`config.mk`:
```
export PLATFORM = sky130hd
export DESIGN_NAME = code_sequencer
export DESIGN_NICKNAME = d
export VERILOG_FILES = /design/src/rtl/code_seq_pkg.sv /design/src/rtl/seq_prescaler.sv /design/src/rtl/code_sequencer.sv
export SDC_FILE = /design/constraint.sdc
export NUM_CORES = 1
export LEC_CHECK = 0
export CORE_ASPECT_RATIO = 0.8
export CORE_MARGIN = 2
export CORE_UTILIZATION = 29
export CTS_CLUSTER_DIAMETER = 50
export DETAILED_ROUTE_END_ITERATION = 10
export PLACE_DENSITY = 0.54
export SYNTH_ARGS = -nofsm -noshare
export SYNTH_HDL_FRONTEND = slang
export SYNTH_SLANG_ARGS = --single-unit
```
`constraint.sdc`:
```
create_clock -name clk -period 4 [get_ports clk]
set_clock_uncertainty 0.15 [all_clocks]
set_input_delay 0.8 -clock clk [delete_from_list [all_inputs] [get_ports clk]]
set_output_delay 0.8 -clock clk [all_outputs]
set_load 0.01 [all_outputs]
```
`src/rtl/code_seq_pkg.sv`:
```
// +--------------------------------------------------------------------------+
// | code_seq_pkg -- shared encodings for the code sequencer   | rev 1.0      |
// +--------------------------------------------------------------------------+
`default_nettype none

package code_seq_pkg;

  localparam logic [1:0] C_OP_LOAD = 2'b00;
  localparam logic [1:0] C_OP_RUN  = 2'b01;
  localparam logic [1:0] C_OP_STOP = 2'b10;
  localparam logic [1:0] C_OP_STEP = 2'b11;

  localparam logic C_MODE_BIN = 1'b0;
  localparam logic C_MODE_ROT = 1'b1;
  localparam logic C_DIR_UP   = 1'b0;
  localparam logic C_DIR_DOWN = 1'b1;

  typedef enum logic [1:0] {
    ST_IDLE = 2'd0,
    ST_RUN  = 2'd1,
    ST_STEP = 2'd2
  } state_e;

endpackage

`default_nettype wire

```
`src/rtl/seq_prescaler.sv`:
```
// +--------------------------------------------------------------------------+
// | seq_prescaler -- counts 0..div, ticks at terminal count   | rev 1.0      |
// +--------------------------------------------------------------------------+
`default_nettype none

module seq_prescaler #(
  parameter int PRESC_W = 8
) (
  input  logic               clk,
  input  logic               rst_n,
  input  logic               en,
  input  logic               clr,
  input  logic [PRESC_W-1:0] div,
  output logic               tick
);

  logic [PRESC_W-1:0] cnt_q;
  logic [PRESC_W-1:0] cnt_d;

  // A clear wins over a terminal count; a count above div wraps naturally.
  assign tick = en & ~clr & (cnt_q == div);

  always_comb begin
    cnt_d = cnt_q;
    if (clr) begin
      cnt_d = '0;
    end else if (en) begin
      cnt_d = tick ? '0 : cnt_q + 1'b1;
    end
  end

  always_ff @(posedge clk or negedge rst_n) begin
    if (!rst_n) begin
      cnt_q <= '0;
    end else begin
      cnt_q <= cnt_d;
    end
  end

endmodule

`default_nettype wire

```
`src/rtl/code_sequencer.sv`:
```
// +--------------------------------------------------------------------------+
// | code_sequencer -- command-driven 4-bit count/rotate seq.  | rev 1.0      |
// +--------------------------------------------------------------------------+
`default_nettype none

module code_sequencer
  import code_seq_pkg::*;
#(
  parameter int PRESC_W = 8
) (
  input  logic               clk,
  input  logic               rst_n,
  input  logic               en,
  input  logic               cmd_valid,
  output logic               cmd_ready,
  input  logic [1:0]         cmd_op,
  input  logic [3:0]         cmd_data,
  input  logic               dir,
  input  logic               mode,
  input  logic [PRESC_W-1:0] div,
  output logic [3:0]         code,
  output logic               code_valid,
  output logic               busy,
  output logic               wrap
);

  state_e     state_q, state_d;
  logic [3:0] code_q, code_d;
  logic       code_valid_q, code_valid_d;
  logic       wrap_q, wrap_d;

  logic       w_cmd_acc;
  logic       w_presc_clr;
  logic       w_tick;
  logic       w_advance;
  logic [4:0] w_next;

  // Returns {wrap, next code}; rotation never reports a wrap.
  function automatic logic [4:0] next_code(input logic [3:0] cur,
                                           input logic       m,
                                           input logic       d);
    logic [4:0] r;
    r = {1'b0, cur};
    if (m == C_MODE_ROT) begin
      r = (d == C_DIR_UP) ? {1'b0, cur[0], cur[3:1]} : {1'b0, cur[2:0], cur[3]};
    end else if (d == C_DIR_UP) begin
      r = {cur == 4'hF, cur + 4'd1};
    end else begin
      r = {cur == 4'h0, cur - 4'd1};
    end
    return r;
  endfunction

  // rst_n gates ready directly so it drops the moment reset asserts.
  assign cmd_ready   = en & rst_n & (state_q != ST_STEP);
  assign w_cmd_acc   = cmd_valid & cmd_ready;
  assign w_presc_clr = w_cmd_acc & (cmd_op != C_OP_STEP);
  assign w_next      = next_code(code_q, mode, dir);

  seq_prescaler #(
    .PRESC_W (PRESC_W)
  ) u_presc (
    .clk   (clk),
    .rst_n (rst_n),
    .en    (en & (state_q == ST_RUN)),
    .clr   (w_presc_clr),
    .div   (div),
    .tick  (w_tick)
  );

  // Any command accepted in RUN pre-empts a coincident terminal count.
  assign w_advance = en & ((state_q == ST_STEP) |
                           ((state_q == ST_RUN) & w_tick & ~w_cmd_acc));

  always_comb begin
    state_d      = state_q;
    code_d       = code_q;
    code_valid_d = 1'b0;
    wrap_d       = 1'b0;

    if (w_cmd_acc) begin
      case (cmd_op)
        C_OP_LOAD: begin
          code_d       = cmd_data;
          code_valid_d = 1'b1;
        end
        C_OP_RUN:  state_d = ST_RUN;
        C_OP_STOP: state_d = ST_IDLE;
        C_OP_STEP: state_d = ST_STEP;
        default:   state_d = state_q;
      endcase
    end

    if (en && (state_q == ST_STEP)) begin
      state_d = ST_IDLE;
    end

    if (w_advance) begin
      wrap_d       = w_next[4];
      code_d       = w_next[3:0];
      code_valid_d = 1'b1;
    end
  end

  always_ff @(posedge clk or negedge rst_n) begin
    if (!rst_n) begin
      state_q      <= ST_IDLE;
      code_q       <= 4'h0;
      code_valid_q <= 1'b0;
      wrap_q       <= 1'b0;
    end else begin
      state_q      <= state_d;
      code_q       <= code_d;
      code_valid_q <= code_valid_d;
      wrap_q       <= wrap_d;
    end
  end

  assign code       = code_q;
  assign code_valid = code_valid_q;
  assign wrap       = wrap_q;
  assign busy       = (state_q == ST_RUN);

endmodule

`default_nettype wire

```
==> impl_metrics.csv <==
group,metric,value,unit
clock_tree,clk_latency,0.25,ns
sta,rsz0062_at_grt,"false",
worst_setup_path,crit_buf_inv,2,
place,dp_hpwl,2.16,mm
clock_tree,post_cts_buffers,0,
clock_tree,cts_tree,"yes",
worst_setup_path,worst_path_max_delay_cell,"clkdlybuf4s50_1",
final_layout,fin_nets,184,
sta,final_min_period_over_clock_period,74.8,%
global_route,antenna_found_initial,0,
die,row_count,20,
power,vdd_drop_max,0.000146,V
place,place.port_buffers,27,
worst_setup_path,critPathTopFamily,"buffers and inverters",
clock_tree,clk_pin_slew_worst_paths,0.06,ns
global_route,track_usage,13.4,%
worst_setup_path,reg2regPathDepth,5,
die,core-area,0.00380,sq mm
worst_setup_path,path_cells,"clkdlybuf4s50_1 -> and3_1 -> clkdlybuf4s50_1",
sta,worst_slew_pin_slew,0.680,ns
sta,post-route-min-period,2.99,ns
clock_tree,cts_resized,0,
die,initial_core_util,30.4,%
sta,setup_viol,0,
synthesis,synth_fp_nets,152,
power,total_power,711,uW
final_layout,final_util,40.5,%
worst_setup_path,critPathRequiredTime,3.05,ns
outcome,status,"finished, final reports clean",
synthesis,synth_seq_cells,16,
detailed_routing,drt_iter0_markers,56,
clock_tree,cts_buffer_depth,2,
sta,maxSlewViolCount,0,
power,powerDensity,461,mW/mm^2
sta,clock.fmax,0.334,GHz
flow_run,drv_cap,0,
synthesis,ys_seq_area_share,34.6,%
synthesis,syn_inst,128,
worst_setup_path,critPathLaunch,"en",
clock_tree,cts_max_level,1,
synthesis,synth.distinct_cells,34,
final_layout,area_growth,33.2,%
clock_tree,cts_hold_buf,0,
worst_setup_path,arrival,2.04,ns
final_layout,fill_cells,387,
worst_setup_path,r2r_end,"code[3]$_DFFE_PN0P_",
worst_setup_path,timing.critical_path.to_type,"output pin",
global_route,grt_pass1_wl,4.57,mm
worst_setup_path,critPathKind,"input pin to output pin",
die,die_area,0.00452,sq mm
worst_setup_path,r2r_slack,1.80,ns
global_route,grt_pass1_vias,993,
detailed_routing,drc_errors,0,
synthesis,yosysWarnings,0,
die,dieHeight,60.5,microns
global_route,grt_overflow,0,
final_layout,antenna_cells,0,
clock_tree,cts_root_buffer,"clkbuf_8",
worst_setup_path,critPathMaxFanout,6,
sta,fin_tns_setup,0,ns
synthesis,syn_area,0.00116,sq mm
synthesis,syn_avg_cell_area,9.04,sq um
worst_setup_path,max_stage_delay,0.54,ns
worst_setup_path,timing.rr.start,"u_presc.cnt_q[6]$_DFFE_PN0P_",
die,ioPinCount,28,
worst_setup_path,start_kind,"input pin",
worst_hold_path,hp-class,"flop to flop",
detailed_routing,num_vias,1084,
sta,hold_violations,0,
worst_setup_path,crit_cells,3,
detailed_routing,wl_per_cell,13.2,microns
sta,maxSlewHeadroom,54.7,%
detailed_routing,viasPerCell,5.09,
worst_setup_path,worstSetupEndpoint,"cmd_ready",
worst_hold_path,holdPathStages,2,
final_layout,drive_above_1_share,5.06,%
detailed_routing,ant_nets,0,
die,fp.dieW,74.6,microns
global_route,grt_max_degree,20,
power,leakage,0.000664,uW
clock_tree,clock_sinks,16,
detailed_routing,first_pass_iters,4,
place,gp_congestion,0.824,
clock_tree,cts_buffers,3,
worst_setup_path,crit_path_frequent_cell,"clkdlybuf4s50_1",
sta,fin_hold_ws,0.428,ns
detailed_routing,routed_wl,2.81,mm
[worst min path at each step]
| stage | from | slack, ns | endpoint |
|---|---|---|---|
| global route | state_q[0]$_DFFE_PN0P_ | 0.46 | state_q[0]$_DFFE_PN0P_ |
| CTS | state_q[0]$_DFFE_PN0P_ | 0.43 | state_q[0]$_DFFE_PN0P_ |
| finish | state_q[0]$_DFFE_PN0P_ | 0.43 | state_q[0]$_DFFE_PN0P_ |
| global placement | state_q[0]$_DFFE_PN0P_ | 0.42 | state_q[0]$_DFFE_PN0P_ |
| floorplan | rst_n | 0.35 | code[0]$_DFFE_PN0P_ |
| detailed placement | state_q[0]$_DFFE_PN0P_ | 0.41 | state_q[0]$_DFFE_PN0P_ |
[layout make-up]
| type | instances | area [sq um] | area share [%] |
|---|---|---|---|
| sequential | 16 | 400 | 26.0 |
| inverter | 5 | 18.8 | 1.22 |
| multi-input combinational | 106 | 734 | 47.6 |
| tap | 55 | 68.8 | 4.46 |
| timing repair buffer | 28 | 278 | 18.0 |
| clock buffer | 3 | 41.3 | 2.68 |
[cells in the mapped netlist]
cell type  number  area [sq um]
a21oi_1        16          80.1
and2_1          4          25.0
a31oi_1         1          6.26
nand2_1        13          48.8
nor3b_1         2          15.0
nand4_1         2          12.5
a2bb2oi_1       2          17.5
o41ai_1         1          8.76
xor2_1          8          70.1
or4b_1          1          10.0
xnor2_1         2          17.5
dfrtp_1        16           400
a21o_1          1          7.51
o221a_2         1          11.3
nor2b_1         2          12.5
nor4_4          2          42.5
inv_1           5          18.8
o31ai_1         1          7.51
nand2b_1        3          18.8
and3_1          5          31.3
and4_1          2          17.5
nor2_1          7          26.3
fa_1            1          20.0
o21ai_1         6          30.0
o21ai_0         3          15.0
o211ai_1        1          7.51
mux2i_1         5          50.1
a211oi_1        1          7.51
clkbuf_1        1          3.75
nand3_1         3          15.0
a31o_4          1          17.5
a32o_1          1          10.0
ha_1            3          37.5
nand3b_1        5          37.5
[sequential cells by signal (all words and copies together), names as in the netlist]
signal / count
code_valid: 1
u_presc.cnt_q: 8
wrap: 1
state_q: 2
code: 4
[tightest hold or removal path: stages, from the launching register on]
cell and delay, ns:
dfrtp_1 0.38, a21oi_1 0.05, a21oi_1 0.10
[per-stage QoR]
step	worst slack [ns]	cells	cell area, sq um
after CTS	0.997	213	1540
after detailed placement	0.933	210	1500
after global placement	0.993	210	1500
after floorplan	1.59	128	1160
final	1.01	213	1540
after global routing	0.921	213	1540
[cell families after synthesis]
kind of cell,share of synthesized area (%)
AND/OR/NAND/NOR,27.0
AO/OA/AOI/OAI,19.6
flip-flops,34.6
XOR/XNOR,7.57
buffers and inverters,1.95
multiplexers,4.32
adder cells (fa/ha/maj),4.97
[layout by cell type, fill, tap and decap left out, types with 4 or more instances in the layout]
cell type,instances
inv_1,5
nand2_1,13
a21oi_1,16
and2_1,4
xor2_1,8
nor2_1,7
nand3b_1,5
mux2i_1,5
and3_1,5
clkdlybuf4s50_1,27
o21ai_1,6
dfrtp_1,16
[per-layer routing]
layer	global-route usage (%)	routed length, microns	share of wire, %	vias to the layer above
li1	-	-	-	528
met1	18.3	1360	48	528
met2	21.0	1290	46	24
met3	3.65	126	4.5	4
met4	4.08	34	1.2	0
met5	0	0	0	-
[where the power goes]
group | switching, uW | internal (uW) | total (uW)
Combinational | 148 | 169 | 317
Sequential | 67.1 | 205 | 272
Clock | 54.9 | 66.8 | 122
(Power assumes the default switching activity.)
